**config.mk**
```make
export PLATFORM = sky130hd
export DESIGN_NAME = mem_arbiter
export DESIGN_NICKNAME = d
export VERILOG_FILES = /design/src/rtl/mem_pkg.sv /design/src/rtl/mem_arb_rr.sv /design/src/rtl/mem_arbiter.sv
export SDC_FILE = /design/constraint.sdc
export NUM_CORES = 1
export LEC_CHECK = 0
export ABC_AREA = 1
export CAP_MARGIN = 10
export CORE_ASPECT_RATIO = 0.75
export CORE_UTILIZATION = 44
export CTS_CLUSTER_SIZE = 10
export DETAILED_ROUTE_END_ITERATION = 6
export PLACE_DENSITY_LB_ADDON = 0.25
export SYNTH_ARGS = -nofsm -noshare
export SYNTH_HDL_FRONTEND = slang
export SYNTH_SLANG_ARGS = --single-unit
export TNS_END_PERCENT = 20
```
**constraint.sdc**
```tcl
create_clock -name i_clk -period 3.7 [get_ports i_clk]
set_clock_uncertainty 0.1 [all_clocks]
set_input_delay 0.555 -clock i_clk [delete_from_list [all_inputs] [get_ports i_clk]]
set_output_delay 0.555 -clock i_clk [all_outputs]
set_load 0.01 [all_outputs]
```
**src/rtl/mem_pkg.sv**
```systemverilog
// Shared constants and FSM state type for the two-requester memory arbiter.
package mem_pkg;

    localparam int DATA_W = 8;
    localparam int ADDR_W = 3;

    localparam logic OP_READ  = 1'b0;
    localparam logic OP_WRITE = 1'b1;

    typedef enum logic [1:0] {
        IDLE   = 2'd0,
        ACCESS = 2'd1,
        DONE   = 2'd2
    } arb_state_t;

endpackage

```
**src/rtl/mem_arb_rr.sv**
```systemverilog
// Combinational 2-way grant picker, one-hot output.
// MEM_ARB_FIXED_PRIO_EN: requester 0 always wins a tie (last grant ignored).
module mem_arb_rr
    import mem_pkg::*;
(
    input  logic [1:0] i_req,
    input  logic       i_last_grant,
    output logic [1:0] o_grant
);

    always_comb begin
        o_grant = 2'b00;
        case (i_req)
            2'b01: o_grant = 2'b01;
            2'b10: o_grant = 2'b10;
`ifdef MEM_ARB_FIXED_PRIO_EN
            2'b11: o_grant = 2'b01;
`else
            // Tie goes to whoever did not win last time.
            2'b11: o_grant = i_last_grant ? 2'b01 : 2'b10;
`endif
            default: o_grant = 2'b00;
        endcase
    end

endmodule

```
**src/rtl/mem_arbiter.sv**
```systemverilog
// Round-robin arbiter sharing one 8x8 memory between two requesters.
// Tie-break policy switchable via MEM_ARB_FIXED_PRIO_EN (see mem_arb_rr).
module mem_arbiter #(
    parameter int DATA_W        = 8,
    parameter int ADDR_W        = 3,
    parameter int ACCESS_CYCLES = 2
) (
    input  logic              i_clk,
    input  logic              i_rst,
    input  logic [1:0]        i_req,
    input  logic [1:0]        i_op,
    input  logic [ADDR_W-1:0] i_addr0,
    input  logic [ADDR_W-1:0] i_addr1,
    input  logic [DATA_W-1:0] i_wdata0,
    input  logic [DATA_W-1:0] i_wdata1,
    output logic [1:0]        o_ack,
    output logic [DATA_W-1:0] o_rdata,
    output logic              o_mem_select,
    output logic              o_mem_op,
    output logic [ADDR_W-1:0] o_mem_addr,
    output logic [DATA_W-1:0] o_mem_wdata,
    input  logic [DATA_W-1:0] i_mem_rdata
);
    import mem_pkg::*;

    localparam logic [3:0] CNT_INIT = 4'(ACCESS_CYCLES - 1);

    arb_state_t        r_state, w_state_nxt;
    logic [3:0]        r_cnt, w_cnt_nxt;
    logic              r_last_grant, w_last_grant_nxt;
    logic [1:0]        r_ack, w_ack_nxt;
    logic [DATA_W-1:0] r_rdata, w_rdata_nxt;
    logic              r_sel, w_sel_nxt;
    logic              r_op, w_op_nxt;
    logic [ADDR_W-1:0] r_addr, w_addr_nxt;
    logic [DATA_W-1:0] r_wdata, w_wdata_nxt;
    logic [1:0]        w_grant;

    mem_arb_rr u_rr (
        .i_req        (i_req),
        .i_last_grant (r_last_grant),
        .o_grant      (w_grant)
    );

    always_ff @(posedge i_clk) begin
        if (i_rst) begin
            r_state      <= IDLE;
            r_cnt        <= 4'd0;
            r_last_grant <= 1'b1;
            r_ack        <= 2'b00;
            r_rdata      <= '0;
            r_sel        <= 1'b0;
            r_op         <= 1'b0;
            r_addr       <= '0;
            r_wdata      <= '0;
        end else begin
            r_state      <= w_state_nxt;
            r_cnt        <= w_cnt_nxt;
            r_last_grant <= w_last_grant_nxt;
            r_ack        <= w_ack_nxt;
            r_rdata      <= w_rdata_nxt;
            r_sel        <= w_sel_nxt;
            r_op         <= w_op_nxt;
            r_addr       <= w_addr_nxt;
            r_wdata      <= w_wdata_nxt;
        end
    end

    always_comb begin
        w_state_nxt = r_state;
        case (r_state)
            IDLE:    if (|w_grant) w_state_nxt = ACCESS;
            ACCESS:  if (r_cnt == 4'd0) w_state_nxt = DONE;
            DONE:    w_state_nxt = IDLE;
            default: w_state_nxt = IDLE;
        endcase
    end

    // Next values of the registered outputs; r_last_grant doubles as the
    // current winner index while an access is in flight.
    always_comb begin
        w_cnt_nxt        = r_cnt;
        w_last_grant_nxt = r_last_grant;
        w_ack_nxt        = 2'b00;
        w_rdata_nxt      = r_rdata;
        w_sel_nxt        = r_sel;
        w_op_nxt         = r_op;
        w_addr_nxt       = r_addr;
        w_wdata_nxt      = r_wdata;
        case (r_state)
            IDLE: begin
                if (|w_grant) begin
                    w_sel_nxt        = 1'b1;
                    w_last_grant_nxt = w_grant[1];
                    w_cnt_nxt        = CNT_INIT;
                    w_op_nxt         = w_grant[1] ? i_op[1]  : i_op[0];
                    w_addr_nxt       = w_grant[1] ? i_addr1  : i_addr0;
                    w_wdata_nxt      = w_grant[1] ? i_wdata1 : i_wdata0;
                end
            end
            ACCESS: begin
                if (r_cnt == 4'd0) begin
                    w_sel_nxt = 1'b0;
                    w_ack_nxt = r_last_grant ? 2'b10 : 2'b01;
                    if (r_op == OP_READ) w_rdata_nxt = i_mem_rdata;
                end else begin
                    w_cnt_nxt = r_cnt - 4'd1;
                end
            end
            default: ;
        endcase
    end

    assign o_ack        = r_ack;
    assign o_rdata      = r_rdata;
    assign o_mem_select = r_sel;
    assign o_mem_op     = r_op;
    assign o_mem_addr   = r_addr;
    assign o_mem_wdata  = r_wdata;

endmodule

```
Yosys cells after proc, flatten, opt, wreduce, memory -nomap -nowiden
Index checks and enable logic that the tools add are counted. W data, S select, Z words.

Flip-flop bits (word level): 30. Bits in latches: 0. RAM bits: 0. ROM bits: 0. Input port bits: 36. Output and inout bits: 23. Logic and storage cells: 45. Memories: 0.

Add/subtract/negate cells: 1. Multipliers: 0. Divide/modulo/power cells: 0. Order comparisons: 0. Equal/unequal tests: 7. Shifts and indexed selects: 0. Muxes and demuxes: 15. Bitwise operators: 3. Reductions and logical operators: 10.

Operators with widths (count): $reduce_and A3 Y1 (3); $mux W2 (4); $mux W4 (2); $mux W8 (1); $pmux W4 S2 (1); $ne A2 B2 Y1 const B (3); $pmux W2 S3 (1); $eq A2 B1 Y1 const B (2); $eq A2 B2 Y1 const B (2); $logic_not A4 Y1 (1); $pmux W2 S2 (1); $reduce_and A2 Y1 (2); $sub A4 B1 Y4 const B (1); $mux W1 (3); $mux W3 (1); $not A1 Y1 (3); $reduce_or A3 Y1 (1); $logic_not A2 Y1 (1); $pmux W1 S2 (1); $reduce_bool A2 Y1 (1); $reduce_or A2 Y1 (1).

Depth between registers and ports, before layout
Depth in word-level cells: 5. Depth in mapped cells: 8. Gate-level depth less buffers: 8.

Cells and area by module
From an unflattened synthesis, not the netlist that was laid out.

Cells, all modules: 209. Area total of the unflattened synthesis: 1423.9 µm².

By module, submodules not included: mem_arbiter (times used 1, cells each 204, area an instance 1402.6 µm², sequential area each 600.6 µm²); mem_arb_rr (times used 1, cells each 5, area an instance 21.3 µm², sequential area each 0.0 µm²).

Worst setup path before layout
Ideal clock, no wire load.

Kind: input to register. From: input i_req[0]. To: register r_last_grant. Setup time: 0.125 ns. Data arrival time: 1.110 ns. Data required time: 3.475 ns. Setup slack: 2.365 ns. Stages on the path: 7. Buffers on the path: 1. Cells stage by stage: inv_1 > nand2_1 > nand2_4 > inv_2 > nor2_4 > buf_6 > a22oi_1.

Word-level cells in the longest chain between the ends: 4. Elaborated cells on any way between the ends: 6. Those cells by class: 3 x eq/ne; 1 x mux; 2 x reduce/logical.

RTL lines: from (decl) (RTL line mem_arbiter.sv:10) `input logic [1:0] i_req,`; $eq A2 B2 Y1 / $eq A2 B1 Y1 (equally long branches) (RTL line mem_arb_rr.sv:13) `case (i_req)`; $pmux W2 S3 * (RTL line mem_arb_rr.sv:13); $reduce_or A2 Y1 (RTL line mem_arbiter.sv:92) `if (|w_grant) begin`; $reduce_and A2 Y1 (no line); to (signal assigned) (RTL line mem_arbiter.sv:59) `r_last_grant <= w_last_grant_nxt;`; to (decl) (RTL line mem_arbiter.sv:30) `logic r_last_grant, w_last_grant_nxt;`.

Every way passes the cells marked *; elsewhere a longest branch is shown, timed or not. A chain may end at the register's enable or synchronous reset.

Final worst setup path
From: register r_op, in the netlist o_mem_op. To: output o_mem_op.

RTL lines: from (decl) (RTL line mem_arbiter.sv:34) `logic r_op, w_op_nxt;`; from (signal assigned) (RTL line mem_arbiter.sv:63) `r_op <= w_op_nxt;`; to (decl) (RTL line mem_arbiter.sv:19) `output logic o_mem_op,`.

No word-level cell between the ends.

==> impl_metrics.py <==
metrics = {
    "clocking": {
        "clk_pin_slew_ns": 0.06,
        "clockBufferDepth": 2,
        "cts_tree": "yes",
        "numClockSinks": 30,
        "holdBufCountCts": 0,
        "cts_root_buf": "clkbuf_8",
        "h-tree-depth": 2,
        "cts_buffers": 5,
        "post_cts_resized": 0,
        "clock_latency_ns": 0.28,
        "postCtsSetupBuffers": 0,
    },
    "grt": {
        "antenna_found_initial": 0,
        "grt_max_degree": 16,
        "grt_pass1_wl_um": 5460,
        "grt_pass1_vias": 1268,
        "grt_use_total": 0.231,
        "overflow": 0,
    },
    "sta": {
        "rsz0062_at_grt": "no",
        "drv_slew": 0,
        "post-route-period-util": 0.542,
        "timing.hold.ws_ns": 0.353,
        "setup_violations": 0,
        "hold_viol": 0,
        "finalCriticalPeriod_ns": 2.00,
        "slew_headroom": 0.720,
        "tns_ns": 0,
        "worst-slew-pin-transition_ns": 0.419,
        "max_freq_mhz": 499,
    },
    "power_and_ir_drop": {
        "combPwrFrac": 0.314,
        "internal_power_mw": 0.648,
        "seqPwrFrac": 0.427,
        "ir_drop_mv": 0.253,
        "p_clk_frac": 0.259,
        "power_density_nw_per_um2": 479,
        "switchingPower_mw": 0.295,
        "p_total_mw": 0.942,
        "leakage_nw": 0.788,
        "sw_frac_of_total": 0.313,
    },
    "worst_setup_path": {
        "worstPathMaxFanout": 4,
        "crit_required_ns": 3.04,
        "cp_data_arrival_time_ns": 1.35,
        "start_kind": "flop",
        "cp-end-kind": "primary output",
        "crit_type": "reg -> out",
        "crit_path_cell_trace": "clkdlybuf4s50_1",
        "slowest_delay_ns": 0.60,
        "crit_buf_inv": 1,
        "slowest_stage": "clkdlybuf4s50_1",
        "crit_family": "buffers and inverters",
    },
    "routing": {
        "antenna_left": 0,
        "drt_iter0_markers": 46,
        "routed_via_density": 4.85,
        "drc": 0,
        "vias": 1265,
        "routedWlPerCell_um": 12.2,
        "drt-total-wl_um": 3190,
        "dr.pass1.iters": 4,
    },
    "placed_design": {
        "numPortBuffers": 58,
        "dp_hpwl_um": 2410,
        "place.gp.congestion": 0.740,
    },
    "synth": {
        "synth_edf_count": 0,
        "synth_flop_cell": "dfxtp_1",
        "yosysSeqAreaShare": 0.462,
        "syn_area_um2": 1300,
        "async_flop_share": 0,
        "ys_ff_latch": 30,
        "synth_warnings": 0,
        "syn_inst": 165,
        "ys_types": 25,
        "synth_area_per_cell_um2": 7.87,
        "synth_nets": 203,
    },
    "die": {
        "die_y_um": 49.1,
        "die_w_um": 64.7,
        "core_area_um2": 2700,
        "initial_core_util": 0.481,
        "dieArea_um2": 3180,
        "rows": 16,
        "io_pins": 59,
    },
    "finish": {
        "mostFrequentLayoutCell": "clkdlybuf4s50_1",
        "area_growth_pct": 51.4,
        "drive_gt1_frac": 0.0844,
        "nets": 263,
        "final_core_util": 0.728,
        "mostFrequentLayoutCells": "clkdlybuf4s50_1 (58), nor2_1 (31), dfxtp_1 (30)",
        "antennaDiodeCount": 0,
    },
    "status": {
        "outcome": "finished, final reports clean",
    },
    "min_path": {
        "min_path_type": "reg -> reg",
    },
    "flow_run": {
        "maxCapViolCount": 0,
    },
}
## stage by stage
step	instances	instance area, µm²	setup WS (ns)
after floorplan	165	1300	2.37
final	261	1970	1.70
after global placement	254	1890	1.55
after CTS	261	1970	1.68
after global routing	261	1970	1.58
after detailed placement	254	1890	1.46
## flip-flops by register name (all words and copies together), names as in the netlist
signal / flops
o_rdata: 8
r_cnt: 4
r_last_grant: 1
r_state: 2
o_ack: 2
o_mem_op: 1
o_mem_select: 1
o_mem_wdata: 8
o_mem_addr: 3
## layout make-up
class	instances	area, µm²
clock buffers	7	76.3
inverters	13	53.8
repair buffers	58	581
well taps	36	45.0
fillers	198	736
flip-flops and latches	30	601
multi-input cells	117	611
## path summary, 6_finish.rpt
path	endpoint	cells after the start	slack (ns)	startpoint
max	o_mem_op	1	1.70	o_mem_op
min	o_mem_wdata[2]	2	0.35	o_mem_wdata[2]
min reg2reg	o_mem_wdata[2]	2	0.35	o_mem_wdata[2]
max reg2reg	o_mem_wdata[1]	5	2.13	r_last_grant
## cells by family after synthesis
family          Yosys count  synth area share
fa+ha+maj                 2            0.0193
compound gates           31             0.121
buf+inv                  18            0.0674
simple gates             84             0.329
flops                    30             0.462
## power groups by stage
stage                     sequential (mW)  combinational (mW)  clock [mW]
after floorplan                     0.423               0.147           0
after global placement              0.407               0.285           0
after detailed placement            0.410               0.296           0
after CTS                           0.403               0.298       0.244
after global routing                0.409               0.326       0.260
final                               0.403               0.295       0.244
## Yosys cell counts, types with 2 or more instances
cell	n	area (µm²)
nor3_1	3	15.0
nor2_8	2	40.0
nand2_2	3	18.8
nand3_1	3	15.0
o21ai_0	17	85.1
nand2_1	26	97.6
dfxtp_1	30	601
nand3b_1	8	60.1
nor2_4	2	22.5
o21ai_1	9	45.0
ha_1	2	25.0
a21oi_1	4	20.0
nor2_1	31	116
buf_2	2	10.0
inv_1	10	37.5
nor2_2	4	25.0
## layer usage
metal,share of wire,vias up,track usage
met5,0,-,0
met2,0.50,23,0.413
met4,0.018,0,0.111
met3,0.030,7,0.0561
met1,0.45,587,0.253
li1,-,648,-
(Power assumes the default switching activity.)
